$ cat config.mk
export PLATFORM = sky130hd
export DESIGN_NAME = mem_copy_dma
export DESIGN_NICKNAME = d
export VERILOG_FILES = /design/src/rtl/mem_copy_dma.sv
export SDC_FILE = /design/constraint.sdc
export NUM_CORES = 1
export LEC_CHECK = 0
export BUFFER_PORTS_ARGS = -buffer_cell sky130_fd_sc_hd__buf_2
export CORE_MARGIN = 2
export CORE_UTILIZATION = 63
export DETAILED_ROUTE_END_ITERATION = 12
export PLACE_DENSITY = 0.95
export SYNTH_ARGS = -nofsm -noshare
export SYNTH_HDL_FRONTEND = slang
export SYNTH_SLANG_ARGS = --single-unit
export TNS_END_PERCENT = 20
$ cat constraint.sdc
create_clock -name clk -period 6 [get_ports clk]
set_input_delay 0.3 -clock clk [delete_from_list [all_inputs] [get_ports clk]]
set_output_delay 0.3 -clock clk [all_outputs]
set_load 0.01 [all_outputs]
$ cat src/rtl/mem_copy_dma.sv
// mem_copy_dma: word-by-word memory copy engine with range checking,
// one read and one write cycle per word against a negedge-clocked RAM.
module mem_copy_dma #(
  parameter int              ADDR_W    = 20,
  parameter int              DATA_W    = 8,
  parameter logic [ADDR_W:0] MEM_DEPTH = 'h96000
) (
  input  logic              clk,
  input  logic              rst,
  input  logic              start,
  input  logic [ADDR_W-1:0] src_addr,
  input  logic [ADDR_W-1:0] dst_addr,
  input  logic [ADDR_W-1:0] length,
  output logic              busy,
  output logic              done,
  output logic              err,
  output logic [ADDR_W-1:0] mem_address,
  output logic              mem_wren,
  output logic [DATA_W-1:0] mem_data,
  input  logic [DATA_W-1:0] mem_q
);
  typedef enum logic [2:0] {IDLE, CHECK, RD, WR, FIN} state_t;
  state_t            state_q, state_d;
  logic [ADDR_W-1:0] src_q, src_d, dst_q, dst_d, cnt_q, cnt_d;
  logic [ADDR_W-1:0] mem_address_q, mem_address_d;
  logic [DATA_W-1:0] mem_data_q, mem_data_d;
  logic              err_q, err_d, busy_q, busy_d, done_q, done_d, mem_wren_q, mem_wren_d;
  logic [ADDR_W:0]   src_end, dst_end;
  logic              ovf;
  // one extra bit so that address + length can never wrap
  assign src_end = {1'b0, src_q} + {1'b0, cnt_q};
  assign dst_end = {1'b0, dst_q} + {1'b0, cnt_q};
  assign ovf     = (src_end > MEM_DEPTH) || (dst_end > MEM_DEPTH);
  always_comb begin
    state_d = state_q;
    src_d   = src_q;
    dst_d   = dst_q;
    cnt_d   = cnt_q;
    err_d   = err_q;
    unique case (state_q)
      IDLE: if (start) begin
        state_d = CHECK;
        src_d   = src_addr;
        dst_d   = dst_addr;
        cnt_d   = length;
        err_d   = 1'b0;
      end
      CHECK: begin
        state_d = (cnt_q == '0 || ovf) ? FIN : RD;
        err_d   = (cnt_q != '0) && ovf;
      end
      RD: state_d = WR;
      WR: begin
        src_d   = src_q + ADDR_W'(1);
        dst_d   = dst_q + ADDR_W'(1);
        cnt_d   = cnt_q - ADDR_W'(1);
        state_d = (cnt_q == ADDR_W'(1)) ? FIN : RD;
      end
      FIN: state_d = IDLE;
      default: state_d = IDLE;
    endcase
    // outputs are decoded from the next state so they register alongside it
    busy_d        = (state_d == CHECK) || (state_d == RD) || (state_d == WR);
    done_d        = state_d == FIN;
    mem_wren_d    = state_d == WR;
    mem_address_d = (state_d == RD) ? src_d : (state_d == WR) ? dst_q : '0;
    mem_data_d    = (state_d == WR) ? mem_q : '0;
  end
  always_ff @(posedge clk or posedge rst) begin
    if (rst) begin
      state_q       <= IDLE;
      src_q         <= '0;
      dst_q         <= '0;
      cnt_q         <= '0;
      err_q         <= 1'b0;
      busy_q        <= 1'b0;
      done_q        <= 1'b0;
      mem_wren_q    <= 1'b0;
      mem_address_q <= '0;
      mem_data_q    <= '0;
    end else begin
      state_q       <= state_d;
      src_q         <= src_d;
      dst_q         <= dst_d;
      cnt_q         <= cnt_d;
      err_q         <= err_d;
      busy_q        <= busy_d;
      done_q        <= done_d;
      mem_wren_q    <= mem_wren_d;
      mem_address_q <= mem_address_d;
      mem_data_q    <= mem_data_d;
    end
  end
  assign busy        = busy_q;
  assign done        = done_q;
  assign err         = err_q;
  assign mem_wren    = mem_wren_q;
  assign mem_address = mem_address_q;
  assign mem_data    = mem_data_q;
endmodule

---- Word-level counts from Yosys, hierarchy flattened ----
Cells that the tools add are included.
word-level totals
  bits in registers ....................... 95
  output and inout port bits .............. 32
  word-level logic and storage cells ...... 53
operators by class
  add/subtract/negate cells ............... 5
  order comparisons ....................... 2
  equality and inequality tests ........... 9
  muxes and demuxes ....................... 15
  reduce and logical (&&, ||, !) cells .... 12
operators with widths
  cell                   number
  $pmux 20 s2            3
  $mux 20                5
  $add 20x20->21         2
  $gt 21x20->1 const B   2
  $add 20x1->20 const B  2
  $eq 20x1->1 const B    1
  $logic_not 20->1       1
  $reduce_bool 20->1     1
  $sub 20x1->20 const B  1
  $eq 3x2->1 const B     4
  $pmux 3 s4             1
  $mux 3                 3
  $mux 8                 1
  $eq 3x1->1 const B     2
  $logic_or 1x1->1       4
  $reduce_and 2->1       2
  $reduce_bool 2->1      2
  $eq 3x3->1 const B     1
  $logic_not 3->1        1
  $ne 2x2->1 const B     1
  $pmux 1 s2             1
  $logic_and 1x1->1      1
  $mux 1                 1

---- Longest topological paths before layout ----
Gate-level depths: netlist (run 1).
  depth after elaboration ................. 9
  gate-level depth with buffers ........... 13

---- Worst setup path before layout (run 1) ----
No wires, ideal clock.
  kind .................................... reg2reg
  start ................................... reg cnt_q[0]
  end ..................................... reg mem_address_q[2], in the netlist mem_address[2]
  setup time .............................. 0.074 ns
  arrival ................................. 3.366 ns
  required time ........................... 5.926 ns
  slack ................................... 2.560 ns
  stages on the path, launching flop included .. 14
  period minus slack after synthesis ...... 3.440 ns
  cell sequence ........................... dfrtp_1 > ha_1 > fa_1 > a211oi_1 > o211a_1 > nor2_1 > a22oi_1 > o21ai_1 > a41oi_1 > mux2i_1 > o211ai_1 > a2111o_1 > buf_6 > o21ai_2
between the ends
  word-level cells in the longest chain between the ends .. 9
RTL lines
  what                                      RTL line  RTL
  start: declaration                        24        logic [ADDR_W-1:0] src_q, src_d, dst_q, dst_d, cnt_q, cnt_d;
  start signal: assignment                  85        cnt_q <= cnt_d;
  $add 20x20->21, on equally long branches  31, 32
  $gt 21x20->1                              33        assign ovf = (src_end > MEM_DEPTH) || (dst_end > MEM_DEPTH);
  $logic_or 1x1->1                          33
  $logic_or 1x1->1                          49        state_d = (cnt_q == '0 || ovf) ? FIN : RD;
  $mux 3                                    49
  $pmux 3 s4 *                              40        unique case (state_q)
  $eq 3x2->1                                66        mem_address_d = (state_d == RD) ? src_d : (state_d == WR) ? dst_q : '0;
  $mux 20                                   66
  $mux 20 *                                 66
  net mem_address_d[2]                      25        logic [ADDR_W-1:0] mem_address_q, mem_address_d;
  end signal: assignment                    90        mem_address_q <= mem_address_d;
  end: declaration                          25
Mark *: on every way through the listed nets, which the timed path passes. The rest lies on a longest branch.
A chain may end at the register's enable or synchronous reset.

---- Worst setup path after layout (run 1) ----
  start ................................... reg cnt_q[0]
  end ..................................... reg mem_address_q[3], in the netlist mem_address[3]
The elaborated chain is that of the path after synthesis.

==> results.sh, run 1 <==
export IMPL_slew_headroom_pct=22.1
export IMPL_synth_top_area_share_pct=33.6
export IMPL_placementRows=38
export IMPL_critPathMaxStageDelay_ps=480
export IMPL_grt_max_degree=63
export IMPL_totalWireLength_um=21000
export IMPL_nets=1041
export IMPL_synth_edf_count=0
export IMPL_power_density_nw_per_um2=635
export IMPL_fin_crit_ps=4020
export IMPL_place_congestion=0.951
export IMPL_start_kind="register"
export IMPL_synth_top_area_cell="dfrtp_1"
export IMPL_stdcell_area_um2=7840
export IMPL_synth_ff_type="dfrtp_1"
export IMPL_dp_hpwl_um=15300
export IMPL_worst_path_buf_inv=1
export IMPL_grt_total_usage_pct=36.1
export IMPL_vias=7313
export IMPL_ys_top_cells_by_count="95 x dfrtp_1, 76 x nand2_1, 68 x nor2_1, 54 x a21oi_1, 54 x o21ai_0"
export IMPL_n_antenna_cell=0
export IMPL_cts_resized=0
export IMPL_h_tree_depth=3
export IMPL_r2r_start="cnt_q[0]"
export IMPL_final_period_utilization_pct=66.9
export IMPL_core_um2=10900
export IMPL_fin_skew_ps=16.7
export IMPL_ys_seq_area_share_pct=33.6
export IMPL_synthCells=843
export IMPL_fmax_ghz=0.249
export IMPL_grt_pass1_wl_um=34100
export IMPL_rsz0062_at_grt="no"
export IMPL_async_flop_share_pct=100
export IMPL_cp_max_fo=22
export IMPL_fin_tns_setup_ps=0
export IMPL_crit_family="compound AO/OA/AOI/OAI gates"
export IMPL_status="finished, final reports clean"
export IMPL_ant_nets=0
export IMPL_final_max_slew_viol_count=0
export IMPL_cts_made_buffers=9
export IMPL_cp_arrival_ps=4310
export IMPL_hold_slack_ps=136
export IMPL_wl_per_cell_um=19.7
export IMPL_clock_sinks=95
export IMPL_cts_root_buf="clkbuf_8"
export IMPL_ys_ff_latch=95
export IMPL_synth_area_per_cell_um2=8.40
export IMPL_clk_latency_ps=380
export IMPL_grt_overflow_total=0
export IMPL_crit_type="register to register"
export IMPL_cts_tree="built"
export IMPL_tightest_slew_ps=1160
export IMPL_ys_types=71
export IMPL_die_y_um=110
export IMPL_r2r_cells=13
export IMPL_yosysMostFrequentCell="dfrtp_1"
export IMPL_p_leak_nw=3.61
export IMPL_cp_startpoint="cnt_q[0]"
export IMPL_hold_class="primary input to register"
export IMPL_first_pass_iters=6
export IMPL_path_clk_slew_ps=110
export IMPL_initial_core_util_pct=65.0
export IMPL_first_iter_violations=821
export IMPL_cp_cell_sequence="ha_1, fa_1, a211oi_1, o211a_1, nor2_1, a22oi_1, o21ai_1, a41oi_1, mux2i_1, o211ai_1, a2111o_1, buf_4, o21ai_2"
export IMPL_antenna_found_initial=1
export IMPL_die_w_um=110
export IMPL_grt_pass1_vias=7078
export IMPL_crit_path_end_kind="register"
export IMPL_num_io_pins=103
export IMPL_setup_violations_final=0
export IMPL_postSynthNetCount=960
export IMPL_layout_drive_gt1_share_pct=16.5
export IMPL_placed_cell_area_um2=7630
export IMPL_drc_errors=0
export IMPL_dieArea_um2=12100
export IMPL_clockBufferDepth=2
export IMPL_via_per_inst=6.85
export IMPL_postCtsSetupRepairBufs=0
export IMPL_synth_warnings=0
export IMPL_syn2layout_area_growth_pct=10.7
export IMPL_cap_viol_max_count=0
export IMPL_crit_path_end="mem_address[3]"
export IMPL_r2r_end="mem_address[3]"
export IMPL_r2r_slack_ps=1980
export IMPL_required_ps=6290
export IMPL_syn_area_um2=7080
export IMPL_synth_area_leaders="dfrtp_1 34%, ha_1 7.8%, nand2_1 4.0%"
export IMPL_ir_worst_vdd_mv=0.380
export IMPL_slowest_stage="dfrtp_1"
export IMPL_crit_cells=13
export IMPL_hold_viol_final=0
export IMPL_numPortBuffers=102
timing repair:
item | CTS | global route
hold buffers | 1 | 0
endpoints found under the setup margin | 0 | 0
hold endpoints to repair | 33 | 0
how the worst min path moves through the flow:
stage / slack, ps / to / cells past startpoint / start
after detailed placement: 330 / mem_address[15] / 2 / rst
after global placement: 330 / mem_address[15] / 2 / rst
final: 140 / cnt_q[5] / 3 / length[5]
after floorplan: 420 / cnt_q[10] / 2 / length[10]
after CTS: 140 / cnt_q[7] / 3 / length[7]
after global routing: 150 / dst_q[12] / 2 / dst_addr[12]
placed cells by master (no fill, tap or decap), types with 19 or more instances in the layout:
master	count
buf_2	102
nor2_1	68
nand3_1	46
and3_1	19
nor3_1	22
o21ai_0	54
a21o_1	23
inv_1	39
a21oi_1	54
ha_1	44
o211ai_1	19
dfrtp_1	95
nand2_1	76
per-stage QoR:
stage / utilization, % / total power, mW / cells / setup slack [ps]
detailed placement: 70.1 / 4.41 / 1052 / 2030
global route: 72.0 / 5.38 / 1068 / 1760
floorplan: - / 3.64 / 843 / 2560
global placement: 70.1 / 4.33 / 1052 / 2230
CTS: 72.0 / 4.86 / 1068 / 2010
finish: 72.0 / 4.98 / 1068 / 1980
tightest hold or removal path, stage by stage:
cell	delay (ps)
buf_2	70
nand2_1	40
nand3_1	70
flip-flops by register name, indices dropped and copies added (netlist names):
register / cells
busy: 1
cnt_q: 20
done: 1
dst_q: 20
err: 1
mem_address: 20
mem_data: 8
mem_wren: 1
src_q: 20
state_q: 3
final cells by class:
class | instances | area (um^2)
multi-input combinational | 670 | 4380
fill | 843 | 3050
sequential | 95 | 2380
timing repair buffer | 108 | 558
tap | 140 | 175
inverter | 40 | 153
clock buffer | 9 | 124
clock inverter | 6 | 68.8
layer usage:
metal / global-route usage, % / part of all wire, %
met1: 48.4 / 39
met2: 56.9 / 46
met3: 6.58 / 12
met4: 16.7 / 3.5
met5: 0 / 0
power breakdown:
group	switching [mW]	leakage (nW)	internal (mW)
Sequential	0.447	1.19	0.901
Combinational	1.90	2.32	1.29
Clock	0.247	0.0961	0.194
Total	2.59	3.61	2.39
logic make-up after synthesis:
logic type	Yosys count	share of synthesized area, %
AND/OR/NAND/NOR	297	20.5
adder cells (fa/ha/maj)	46	8.34
multiplexers	10	1.43
flip-flops	95	33.6
AO/OA/AOI/OAI	299	29.4
XOR/XNOR	18	2.23
buffers and inverters	78	4.53
No activity file was read; power rests on OpenSTA's default activity.
==> run 2, diff against run 1 <==
Settings changed: ABC_AREA set to 1, CORE_UTILIZATION 63 to 54, PLACE_DENSITY 0.95 to 0.88.
Clock period 6 ns to 3.5 ns, I/O delays scaled along.
==> results.sh, run 2 <==
export IMPL_clk_latency_ps=360
export IMPL_ys_top_cells_by_count="413 x nand2_1, 178 x inv_1, 131 x nor2_1, 109 x nand3_1, 95 x dfrtp_1"
export IMPL_n_fill_cell=1341
export IMPL_switchingPower_mw=3.90
export IMPL_grt_pass1_vias=8373
export IMPL_grt_total_usage_pct=31.7
export IMPL_layout_drive_gt1_share_pct=11.8
export IMPL_fmax_ghz=0.323
export IMPL_grt_max_degree=45
export IMPL_sw_frac_of_total_pct=52.8
export IMPL_ir_worst_vdd_mv=0.406
export IMPL_first_iter_violations=763
export IMPL_synth_ff_type="dfrtp_1"
export IMPL_final_max_slew_viol_count=0
export IMPL_worst_path_buf_inv=1
export IMPL_syn_area_um2=7990
export IMPL_die_w_um=126
export IMPL_synth_edf_count=0
export IMPL_n_antenna_cell=0
export IMPL_num_io_pins=103
export IMPL_hold_class="primary input to register"
export IMPL_r2r_end="mem_address[10]"
export IMPL_synth_warnings=0
export IMPL_ys_types=42
export IMPL_grt_overflow_total=0
export IMPL_first_pass_iters=5
export IMPL_core_um2=14500
export IMPL_crit_top_cell="nand2_1"
export IMPL_tightest_slew_ps=752
export IMPL_async_flop_share_pct=100
export IMPL_die_y_um=126
export IMPL_cp_cell_sequence="ha_1, fa_1, nand2_1, nand3_1, nand3_1, nand2_1, nand2_1, nand2_1, inv_1, nand3_1, nor2_1, nand3_1, nor2_1, nand2_1, nand2_1, nand3_2, nand2_2, nand3_1, nand2_1"
export IMPL_ys_seq_area_share_pct=29.7
export IMPL_slew_headroom_pct=49.8
export IMPL_placed_cells=1520
export IMPL_synth_top_area_cell="dfrtp_1"
export IMPL_synth_area_per_cell_um2=6.40
export IMPL_pwr_share_comb_pct=59.9
export IMPL_vias=8793
export IMPL_synthCells=1249
export IMPL_cts_tree="built"
export IMPL_final_cell_mix="413 x nand2_1, 177 x inv_1, 130 x nor2_1"
export IMPL_clockBufferDepth=2
export IMPL_hold_viol_final=0
export IMPL_synth_area_leaders="dfrtp_1 30%, nand2_1 19%, inv_1 8.4%"
export IMPL_p_seq_share_pct=26.7
export IMPL_cp_startpoint="cnt_q[0]"
export IMPL_power_density_nw_per_um2=820
export IMPL_fin_tns_setup_ps=0
export IMPL_grt_pass1_wl_um=40600
export IMPL_synth_top_area_share_pct=29.7
export IMPL_ys_ff_latch=95
export IMPL_r2r_start="cnt_q[0]"
export IMPL_antenna_found_initial=0
export IMPL_cts_made_buffers=9
export IMPL_dp_hpwl_um=19400
export IMPL_critPathMaxStageDelay_ps=450
export IMPL_crit_cells=19
export IMPL_r2r_slack_ps=410
export IMPL_p_leak_nw=4.81
export IMPL_start_kind="register"
export IMPL_totalWireLength_um=24900
export IMPL_place_congestion=0.982
export IMPL_postSynthNetCount=1366
export IMPL_crit_path_end_kind="register"
export IMPL_power_mw=7.40
export IMPL_initial_core_util_pct=55.2
export IMPL_numPortBuffers=102
export IMPL_crit_family="simple AND/OR/NAND/NOR gates"
export IMPL_cp_arrival_ps=3380
export IMPL_fin_skew_ps=7.53
export IMPL_wl_per_cell_um=16.2
export IMPL_path_clk_slew_ps=80
export IMPL_crit_path_end="mem_address[10]"
export IMPL_setup_violations_final=0
export IMPL_required_ps=3790
export IMPL_dieArea_um2=15800
export IMPL_rsz0062_at_grt="no"
export IMPL_syn2layout_area_growth_pct=12.8
export IMPL_via_per_inst=5.72
export IMPL_final_cells=1537
export IMPL_drc_errors=0
export IMPL_h_tree_depth=3
export IMPL_final_period_utilization_pct=88.3
export IMPL_cp_max_fo=21
export IMPL_status="finished, final reports clean"
export IMPL_nets=1465
export IMPL_placementRows=44
export IMPL_yosysMostFrequentCell="nand2_1"
export IMPL_r2r_cells=19
export IMPL_slowest_stage="dfrtp_1"
export IMPL_ant_nets=0
export IMPL_cts_root_buf="clkbuf_16"
export IMPL_clock_sinks=95
export IMPL_internal_power_mw=3.49
export IMPL_fin_crit_ps=3090
export IMPL_p_clk_share_pct=13.4
export IMPL_final_common_cell="nand2_1"
export IMPL_cap_viol_max_count=0
export IMPL_crit_type="register to register"
run 2: worst min-delay path, delay by kind of cell:
family,cells,cell delay (ps)
AND/OR/NAND/NOR,1,40
buffers and inverters,2,130
run 2: metrics by stage:
step	hold WS [ps]	area, um^2	util (%)	setup WS, ps
finish	23.3	9020	62.3	408
global route	36.0	9020	62.3	52.8
floorplan	281	7990	-	848
CTS	23.2	9020	62.3	462
detailed placement	266	8710	60.1	479
global placement	264	8710	60.1	576
run 2: area by class of cell:
type / instances / area (um^2) / area share, %
clock inverters: 7 / 73.8 / 0.819
flip-flops and latches: 95 / 2380 / 26.4
inverters: 180 / 678 / 7.52
repair buffers: 113 / 596 / 6.61
well taps: 184 / 230 / 2.55
multi-input cells: 949 / 4840 / 53.6
clock buffers: 9 / 225 / 2.50
run 2: how the worst min path moves through the flow:
| stage | start | endpoint | slack (ps) | cells after the start |
|---|---|---|---|---|
| 6_report | mem_q[6] | mem_data[6] | 20 | 3 |
| 3_5_place_dp | rst | dst_q[12] | 270 | 2 |
| 5_1_grt | mem_q[4] | mem_data[4] | 40 | 3 |
| 3_3_place_gp | rst | dst_q[12] | 260 | 2 |
| 2_1_floorplan | mem_q[0] | mem_data[0] | 280 | 2 |
| 4_1_cts | mem_q[4] | mem_data[4] | 20 | 3 |
run 2: power by group through the flow:
stage | Combinational [mW] | Clock [mW] | Sequential, mW
finish | 4.43 | 0.990 | 1.97
global route | 4.98 | 1.03 | 2.02
CTS | 4.35 | 0.987 | 1.95
detailed placement | 4.31 | 0 | 1.97
global placement | 4.22 | 0 | 1.95
floorplan | 3.18 | 0 | 1.85
run 2: layer usage:
metal	vias to the layer above	global-route usage [%]	share of wire, %	wire length (um)
met5	-	0	0	0
met4	0	12.3	3.4	840
met3	66	3.57	7.5	1870
met2	401	53.4	47	11800
met1	4076	42.1	42	10400
li1	4250	-	-	-
run 2: logic make-up after synthesis:
kind of cell / count (synthesis) / synth area share [%]
AOI/OAI and AO/OA: 142 / 11.2
xor gates and xnor gates: 26 / 2.85
adders and majority gates: 46 / 7.39
buffers and inverters: 205 / 9.86
DFF: 95 / 29.7
and+or+nand+nor: 735 / 38.9
run 2: repair_timing:
item                                   in CTS  in global routing
hold buffers                                1                  0
gates resized for setup                     0                  0
setup buffers                               0                  0
endpoints found under the hold margin      40                  0
==> run 3, diff against run 2 <==
Settings changed: PLACE_DENSITY 0.88 to 0.76.
==> results.sh, run 3 (synthesis gave the netlist of run 2 again) <==
export IMPL_status="finished, final reports clean"
export IMPL_sw_frac_of_total_pct=50.8
export IMPL_final_max_slew_viol_count=0
export IMPL_grt_pass1_vias=7981
export IMPL_cts_made_buffers=9
export IMPL_timing_final_ws_setup_ps=397
export IMPL_final_common_cell="nand2_1"
export IMPL_grt_overflow_total=0
export IMPL_rsz0062_at_grt="no"
export IMPL_clock_sinks=95
export IMPL_slew_headroom_pct=47.8
export IMPL_die_w_um=126
export IMPL_internal_power_mw=3.62
export IMPL_placed_cell_area_um2=8730
export IMPL_hold_viol_final=0
export IMPL_grt_max_degree=45
export IMPL_ant_nets=0
export IMPL_p_seq_share_pct=26.8
export IMPL_cp_arrival_ps=3380
export IMPL_die_y_um=126
export IMPL_numPortBuffers=102
export IMPL_n_antenna_cell=0
export IMPL_h_tree_depth=3
export IMPL_tightest_slew_ps=776
export IMPL_num_io_pins=103
export IMPL_dieArea_um2=15800
export IMPL_fin_tns_setup_ps=0
export IMPL_switchingPower_mw=3.74
export IMPL_final_cell_mix="413 x nand2_1, 177 x inv_1, 130 x nor2_1"
export IMPL_dpl_worst_slack_ps=484
export IMPL_stdcell_area_um2=9050
export IMPL_grt_total_usage_pct=30.6
export IMPL_totalWireLength_um=23900
export IMPL_clockBufferDepth=2
export IMPL_fin_crit_ps=3100
export IMPL_core_um2=14500
export IMPL_placementRows=44
export IMPL_pwr_share_comb_pct=59.1
export IMPL_crit_path_end_kind="register"
export IMPL_fmax_ghz=0.322
export IMPL_p_clk_share_pct=14.1
export IMPL_cts_root_buf="clkbuf_16"
export IMPL_fin_skew_ps=9.97
export IMPL_p_leak_nw=4.82
export IMPL_first_pass_iters=6
export IMPL_power_density_nw_per_um2=813
export IMPL_dp_hpwl_um=19000
export IMPL_nets=1468
export IMPL_hold_slack_ps=37.6
export IMPL_cts_tree="built"
export IMPL_first_iter_violations=636
export IMPL_place_congestion=0.989
export IMPL_fin_util_pct=62.5
export IMPL_crit_type="register to register"
export IMPL_setup_violations_final=0
export IMPL_antenna_found_initial=0
export IMPL_wl_per_cell_um=15.6
export IMPL_path_clk_slew_ps=70
export IMPL_drc_errors=0
export IMPL_cap_viol_max_count=0
export IMPL_clk_latency_ps=340
export IMPL_ir_worst_vdd_mv=0.478
export IMPL_layout_drive_gt1_share_pct=11.9
export IMPL_final_period_utilization_pct=88.6
export IMPL_cp_max_fo=21
export IMPL_via_per_inst=5.55
export IMPL_vias=8542
export IMPL_initial_core_util_pct=55.2
export IMPL_syn2layout_area_growth_pct=13.2
export IMPL_hold_class="primary input to register"
export IMPL_required_ps=3780
export IMPL_start_kind="register"
export IMPL_grt_pass1_wl_um=39000
export IMPL_r2r_slack_ps=400
-- run 3: worst max-delay path, cell delays in order (launching register included) --
cell	delay, ps
dfrtp_1	450
ha_1	300
fa_1	470
nand2_1	100
nand3_1	100
nand3_1	110
nand2_2	80
nand2_1	90
nand2_1	50
nand2_1	60
nand2_1	40
nor2_1	100
nand2_1	80
nor3_2	150
nand2_1	90
nand2_2	110
nand3_2	90
nand2_2	330
nand3_1	160
nand2_1	90
-- run 3: stage by stage --
stage / std cells / total power, mW
5_1_grt: 1538 / 8.03
2_1_floorplan: 1249 / 5.03
6_report: 1538 / 7.36
3_5_place_dp: 1523 / 6.25
3_3_place_gp: 1523 / 6.19
4_1_cts: 1538 / 7.30
-- run 3: final timing paths --
kind	start	endpoint	depth (start not counted)
worst max-delay path	dst_q[0]	mem_address[11]	19
worst min-delay path	mem_q[5]	mem_data[5]	3
worst max register to register	dst_q[0]	mem_address[11]	19
worst min register to register	dst_q[18]	mem_address[18]	2
max in group asynchronous	rst	src_q[8]	4
min in group asynchronous	rst	mem_data[7]	3
-- run 3: what timing repair did --
action                                 4_1_cts  5_1_grt
setup endpoints to repair                    0        0
hold buffers                                 1        0
setup buffers                                0        0
endpoints found under the hold margin       40        0
resized for setup                            0        0
-- run 3: final cells by class --
class / count / area [um^2]
Tap cell: 184 / 230
Fill cell: 1395 / 5430
Sequential cell: 95 / 2380
Clock inverter: 5 / 83.8
Timing Repair Buffer: 116 / 618
Multi-Input combinational cell: 949 / 4840
Inverter: 180 / 678
Clock buffer: 9 / 225
-- run 3: routing by layer --
metal / up-vias / wire, um / global-route usage [%]
met1: 3957 / 10600 / 41.6
met2: 272 / 11200 / 50.3
met3: 48 / 1410 / 4.21
met5: - / 0 / 0
met4: 0 / 669 / 11.1
li1: 4265 / - / -
-- run 3: power by group through the flow --
stage          Combinational (mW)  Clock [mW]  Sequential, mW
2_1_floorplan                3.18           0            1.85
3_3_place_gp                 4.23           0            1.96
3_5_place_dp                 4.28           0            1.97
4_1_cts                      4.30        1.04            1.95
5_1_grt                      4.91        1.10            2.02
6_report                     4.35        1.04            1.97
